[src/rtl/enemy_hit_tracker.sv]
// ---------------------------------------------------------------------------
// enemy_hit_tracker
//   Runs the player's single upward bullet against the enemy formation.
//   It keeps a per-enemy alive bitmap, detects bullet/enemy collisions on game
//   ticks, clears enemies that are hit, and keeps a saturating kill score.
//
//   Optional feature macro: SCORE_BCD_EN
//     defined   -> score is two BCD digits ([7:4] tens, [3:0] units) and
//                  saturates at 8'h99
//     undefined -> score is binary and saturates at 255
//
// Ports
//   clk          in   system clock
//   reset        in   asynchronous reset, active low
//   tick         in   one-cycle game-step strobe
//   fire         in   launch request, sampled every clk
//   shooterX     in   player X, captured at launch
//   enemyX/Y     in   formation origin (top-left of cell row0/col0)
//   endgame      in   freezes all state while high
//   bulletX/Y    out  bullet position
//   bulletActive out  bullet in flight
//   aliveMask    out  bit (r*COLS+c) set = enemy r,c alive
//   hitPulse     out  one-cycle strobe on a kill
//   score        out  kill count
//   allDead      out  registered aliveMask==0
// ---------------------------------------------------------------------------
module enemy_hit_tracker #(
    parameter int COLS         = 4,
    parameter int ROWS         = 2,
    parameter int CELL_LOG2    = 5,
    parameter int SPRITE_W     = 24,
    parameter int SPRITE_H     = 24,
    parameter int BULLET_Y0    = 440,
    parameter int BULLET_SPEED = 8
) (
    input  logic                 clk,
    input  logic                 reset,
    input  logic                 tick,
    input  logic                 fire,
    input  logic [9:0]           shooterX,
    input  logic [9:0]           enemyX,
    input  logic [9:0]           enemyY,
    input  logic                 endgame,
    output logic [9:0]           bulletX,
    output logic [9:0]           bulletY,
    output logic                 bulletActive,
    output logic [ROWS*COLS-1:0] aliveMask,
    output logic                 hitPulse,
    output logic [7:0]           score,
    output logic                 allDead
);

    localparam int N    = ROWS * COLS;
    localparam int IDXW = 10 - CELL_LOG2;

    localparam logic [9:0]           Y0    = BULLET_Y0[9:0];
    localparam logic [9:0]           SPEED = BULLET_SPEED[9:0];
    localparam logic [CELL_LOG2-1:0] SPR_W = SPRITE_W[CELL_LOG2-1:0];
    localparam logic [CELL_LOG2-1:0] SPR_H = SPRITE_H[CELL_LOG2-1:0];

    typedef enum logic {IDLE, FLY} state_t;

    state_t         state_q, state_d;
    logic [9:0]     bx_q, bx_d, by_q, by_d;
    logic [N-1:0]   alive_q, alive_d;
    logic           hit_q, hit_d;
    logic [7:0]     score_q, score_d;
    logic           dead_q, dead_d;

    // Collision detect on the registered bullet against the live formation.
    logic [9:0]      dx, dy;
    logic [IDXW-1:0] col, row;
    logic            in_front, in_sprite;
    logic [N-1:0]    cell_hit;
    logic            hit;

    assign dx        = bx_q - enemyX;
    assign dy        = by_q - enemyY;
    assign col       = dx[9:CELL_LOG2];
    assign row       = dy[9:CELL_LOG2];
    // Subtractions only mean something when the bullet is right/below origin.
    assign in_front  = (bx_q >= enemyX) && (by_q >= enemyY);
    // Gaps between sprites inside a cell are not hittable.
    assign in_sprite = (dx[CELL_LOG2-1:0] < SPR_W) && (dy[CELL_LOG2-1:0] < SPR_H);

    // One-hot over cells; dead cells never match so the bullet flies through.
    always_comb begin
        cell_hit = '0;
        for (int r = 0; r < ROWS; r++) begin
            for (int c = 0; c < COLS; c++) begin
                cell_hit[r*COLS+c] = in_front && in_sprite &&
                                     (row == IDXW'(r)) && (col == IDXW'(c)) &&
                                     alive_q[r*COLS+c];
            end
        end
    end

    assign hit = |cell_hit;

    // Saturating score increment.
    function automatic logic [7:0] score_inc(input logic [7:0] s);
`ifdef SCORE_BCD_EN
        if (s == 8'h99)          return s;
        else if (s[3:0] == 4'd9) return {s[7:4] + 4'd1, 4'd0};
        else                     return {s[7:4], s[3:0] + 4'd1};
`else
        if (s == 8'hFF)          return s;
        else                     return s + 8'd1;
`endif
    endfunction

    always_comb begin
        state_d = state_q;
        bx_d    = bx_q;
        by_d    = by_q;
        alive_d = alive_q;
        score_d = score_q;
        hit_d   = 1'b0;
        if (!endgame) begin
            case (state_q)
                IDLE: begin
                    // A tick in the launch cycle does not move the new bullet.
                    if (fire && !dead_q) begin
                        bx_d    = shooterX;
                        by_d    = Y0;
                        state_d = FLY;
                    end
                end
                FLY: begin
                    if (tick) begin
                        if (hit) begin
                            alive_d = alive_q & ~cell_hit;
                            hit_d   = 1'b1;
                            score_d = score_inc(score_q);
                            state_d = IDLE;
                        end else if (by_q < SPEED) begin
                            state_d = IDLE;
                        end else begin
                            by_d = by_q - SPEED;
                        end
                    end
                end
                default: state_d = IDLE;
            endcase
        end
        dead_d = ~|alive_d;
    end

    always_ff @(posedge clk or negedge reset) begin
        if (!reset) begin
            state_q <= IDLE;
            bx_q    <= '0;
            by_q    <= '0;
            alive_q <= '1;
            hit_q   <= 1'b0;
            score_q <= '0;
            dead_q  <= 1'b0;
        end else begin
            state_q <= state_d;
            bx_q    <= bx_d;
            by_q    <= by_d;
            alive_q <= alive_d;
            hit_q   <= hit_d;
            score_q <= score_d;
            dead_q  <= dead_d;
        end
    end

    assign bulletX      = bx_q;
    assign bulletY      = by_q;
    assign bulletActive = (state_q == FLY);
    assign aliveMask    = alive_q;
    assign hitPulse     = hit_q && !endgame;
    assign score        = score_q;
    assign allDead      = dead_q;

endmodule
[config.mk]
export PLATFORM = sky130hd
export DESIGN_NAME = enemy_hit_tracker
export DESIGN_NICKNAME = d
export VERILOG_FILES = /design/src/rtl/enemy_hit_tracker.sv
export SDC_FILE = /design/constraint.sdc
export NUM_CORES = 1
export LEC_CHECK = 0
export CAP_MARGIN = 20
export CORE_ASPECT_RATIO = 2
export CORE_MARGIN = 5
export CORE_UTILIZATION = 53
export DETAILED_ROUTE_END_ITERATION = 8
export GPL_ROUTABILITY_DRIVEN = 0
export PLACE_DENSITY = 0.95
export SYNTH_ARGS = -nofsm -noshare
export SYNTH_HDL_FRONTEND = slang
export SYNTH_SLANG_ARGS = --single-unit
[constraint.sdc]
create_clock -name clk -period 4.8 [get_ports clk]
set_clock_uncertainty 0.15 [all_clocks]
set_input_delay 0.96 -clock clk [delete_from_list [all_inputs] [get_ports clk]]
set_output_delay 0.96 -clock clk [all_outputs]
set_load 0.03 [all_outputs]
==> impl_summary.md <==
Floorplanning
In this run the core area contains 37 standard-cell rows. The die covers between 6000 and 7000 um^2. The height of the chip is ~110 um.

The area of the placeable core is slightly above 5000 um^2. 74 I/O pins were placed. The die outline width is roughly 61 um. The starting density of the core is between 50% and 60%.

Routing
For this block, the initial DRC count from the detailed router was 67. The post-route antenna net violation count is 0. For this run, design rule violations remaining after detail routing come to 0. The first-pass iteration count of the detailed router is 4. The average routed wire per standard cell is 18.04 um. The detailed-route wire length is just under 8 mm. In the routed layout, each cell is associated on average with a via count of just over 6.

Across all layers, the routed design uses between 2000 and 3000 vias.

Yosys
Yosys mapped a number of flops with a built-in enable equal to 0. Counting flops and latches in the post-synthesis netlist gives 36. The number of unique standard cell types used by synthesis is 66. The number of warnings reported in the yosys synthesis log is 0. In the synthesized netlist the dominant register cell turns out to be sky130_fd_sc_hd__dfrtp_1. Synthesis produced just under 300 cells. The proportion of register bits with asynchronous set or reset after synthesis is between 90% and 100%. The average instance in the mapped netlist occupies around 9.6 um^2. The area of the mapped netlist is 2800 um^2. The share of synthesized area occupied by flip-flops and latches is between 30% and 40%.

Placed design
Summed over all nets, the half-perimeter wirelength after detailed placement is 6.144 mm. Buffers placed on the I/O ports in this run total 70.

Clock network
The number of hold buffers added after CTS was 0. The clock tree from TritonCTS is done. The H-tree was split into 2 levels. After clock tree synthesis, the clock-pin slew on the worst setup and hold paths is about 0.080 ns. TritonCTS created 5 clock buffers. The clock passes through at most 2 buffers. The cell at the root of the clock tree is sky130_fd_sc_hd__clkbuf_8.

CTS saw 36 sinks. The number of setup buffers added after CTS is 0. The worst-skew pair later-pin latency is ~0.3 ns. Gates resized during post-CTS repair numbered 0.

Global routing
The initial antenna violation count was 0. The global-route total usage across every layer is between 20% and 30%. Global routing finished with a remaining overflow of 0.

The number of global-route vias before repair is ~2800. The pin count of the biggest net entering global routing is 37. The first-pass GRT wire length is between 10 and 15 mm.

STA
The max-slew violation count is 0. Setup violations remaining at the end of the flow were counted as 0. Dividing the final minimum period by the clock period gives between 90% and 100%. The hold violation total from the final report is 0. Based on the critical path, the design can be clocked at up to approximately 0.23 GHz. The post-layout minimum cycle time is between 4 and 5 ns. At the pin with the least slew margin, the transition time is approximately 0.82 ns.

The worst max-slew margin expressed relative to the limit is between 40% and 50%. Setup repair after global routing left no endpoint under its margin. Hold is met by ~0.35 ns. Adding up every negative setup slack in the final design gives 0 ns.

Job
The max capacitance violation total is 0.

Power
The maximum resistive drop on vdd is 0.3828 mV. The power per standard cell area is 529.3 nW/um^2. The total power after layout is about 1.9 mW. The leakage power total is around 1.6 nW.

Critical path
STA classifies the critical path startpoint as an input port. STA puts the critical path data required time at just under 5 ns. Data arrives at the worst endpoint at approximately 4.4 ns. The endpoint class of the critical path is a flop.

By startpoint and endpoint, the worst setup path is classified as input port to flop. The highest net fanout along the worst path is 5.

Status
The flow ran to the end, and the final reports show no timing, DRC or antenna violations.

Cells and area
0 antenna diodes ended up in the layout. Across the whole layout, storage elements account for a little over 900 um^2. Compared with the post-synthesis result, the final layout area differs by 30.61%. In the final layout, the share of cells above drive strength 1 is around 14%.

The count of fill cells added during filler insertion is roughly 360. At the end of the flow, the number of nets in the layout was 421. The leading cell type in the layout, fill and taps excluded is sky130_fd_sc_hd__clkdlybuf4s50_1. The library cells used most frequently in the layout, excluding fill and tap cells, are 70 x sky130_fd_sc_hd__clkdlybuf4s50_1, 28 x sky130_fd_sc_hd__dfrtp_1, 26 x sky130_fd_sc_hd__inv_1. Summing all multi-input logic gate instances after layout gives between 1500 and 2000 um^2.

Worst hold path
The tightest min-delay check is of the flop to flop type.
[per-stage QoR]
step	utilization, %	area (um^2)	worst slack (ns)	instances
floorplan	-	2808	0.9068	295
global placement	69.42	3567	0.2354	418
detailed placement	69.42	3567	0.1383	418
CTS	71.17	3657	0.4241	426
global route	71.17	3657	0.2153	426
finish	71.17	3657	0.4214	426
[kinds of logic after synthesis]
group	count (synthesis)	synth area share, %
simple gates	110	23.86
compound gates	57	16.93
flops	36	32.53
buf+inv	34	5.004
mux	24	9.294
fa+ha+maj	19	8.490
xor+xnor	12	3.753
other cells	1	0.1339
[cells in the mapped netlist (4+ instances only)]
library cell / n / share of area [%]
sky130_fd_sc_hd__nor3_1: 9 / 1.6
sky130_fd_sc_hd__nor2b_1: 12 / 2.7
sky130_fd_sc_hd__or3_1: 4 / 0.89
sky130_fd_sc_hd__nor2_1: 22 / 2.9
sky130_fd_sc_hd__nand4_1: 10 / 2.2
sky130_fd_sc_hd__clkbuf_1: 4 / 0.54
sky130_fd_sc_hd__o21ai_0: 6 / 1.1
sky130_fd_sc_hd__or2_2: 4 / 0.89
sky130_fd_sc_hd__a21oi_1: 11 / 2.0
sky130_fd_sc_hd__nand3_1: 7 / 1.3
sky130_fd_sc_hd__dfrtp_1: 28 / 25
sky130_fd_sc_hd__a21o_1: 6 / 1.6
sky130_fd_sc_hd__nand2_1: 13 / 1.7
sky130_fd_sc_hd__or4_1: 6 / 1.6
sky130_fd_sc_hd__inv_1: 26 / 3.5
sky130_fd_sc_hd__ha_1: 19 / 8.5
sky130_fd_sc_hd__dfstp_2: 8 / 7.5
sky130_fd_sc_hd__xor2_1: 5 / 1.6
sky130_fd_sc_hd__mux2i_1: 11 / 3.9
sky130_fd_sc_hd__xnor2_1: 7 / 2.2
sky130_fd_sc_hd__mux2_2: 11 / 4.4
[metal layers]
layer  routed length, um  track usage [%]  vias to the layer above
met4                 293            11.05                        0
met3                 290            2.626                       27
met5                   0                0                        -
met2                4518            44.63                       85
li1                    -                -                     1222
met1                2584            23.62                     1282
[layout make-up]
cell class | count | area share, %
Timing Repair Buffer | 73 | 19.77
Clock buffer | 5 | 1.882
Tap cell | 58 | 1.984
Sequential cell | 36 | 24.91
Clock inverter | 3 | 0.5816
Inverter | 26 | 2.668
Multi-Input combinational cell | 225 | 48.20
[critical path, cell delays in order]
cell                              delay [ns]
sky130_fd_sc_hd__clkdlybuf4s50_1        0.46
sky130_fd_sc_hd__inv_1                  0.04
sky130_fd_sc_hd__ha_1                   0.29
sky130_fd_sc_hd__or4b_4                 0.50
sky130_fd_sc_hd__a211oi_2               0.35
sky130_fd_sc_hd__o31ai_1                0.13
sky130_fd_sc_hd__mux2i_1                0.16
sky130_fd_sc_hd__nor3b_1                0.29
sky130_fd_sc_hd__nand4_1                0.27
sky130_fd_sc_hd__or2_1                  0.32
sky130_fd_sc_hd__nor4b_2                0.29
sky130_fd_sc_hd__mux2_1                 0.35
[power breakdown]
| group | internal [mW] | switching (mW) | total [mW] |
|---|---|---|---|
| Clock | 0.103 | 0.123 | 0.226 |
| Sequential | 0.370 | 0.0748 | 0.445 |
| Combinational | 0.519 | 0.746 | 1.27 |
[flip-flops by register name (all words and copies together), names as in the netlist]
signal / cells
hit_q: 1
allDead: 1
aliveMask: 8
bulletY: 7
score: 8
bulletX: 10
bulletActive: 1
[path summary, 6_finish.rpt]
kind | startpoint | end | slack [ns] | cells past startpoint
max | enemyY[3] | score[6]$_DFFE_PN0P_ | 0.42 | 12
min | aliveMask[2]$_DFF_PN1_ | aliveMask[2]$_DFF_PN1_ | 0.35 | 1
max reg2reg | bulletY[3]$_DFFE_PN0P_ | score[6]$_DFFE_PN0P_ | 1.11 | 10
min reg2reg | aliveMask[2]$_DFF_PN1_ | aliveMask[2]$_DFF_PN1_ | 0.35 | 1
max in group asynchronous | reset | aliveMask[1]$_DFF_PN1_ | 3.22 | 2
min in group asynchronous | reset | bulletY[8]$_DFFE_PN0P_ | 0.91 | 2
Power figures use the tool's default switching activity.
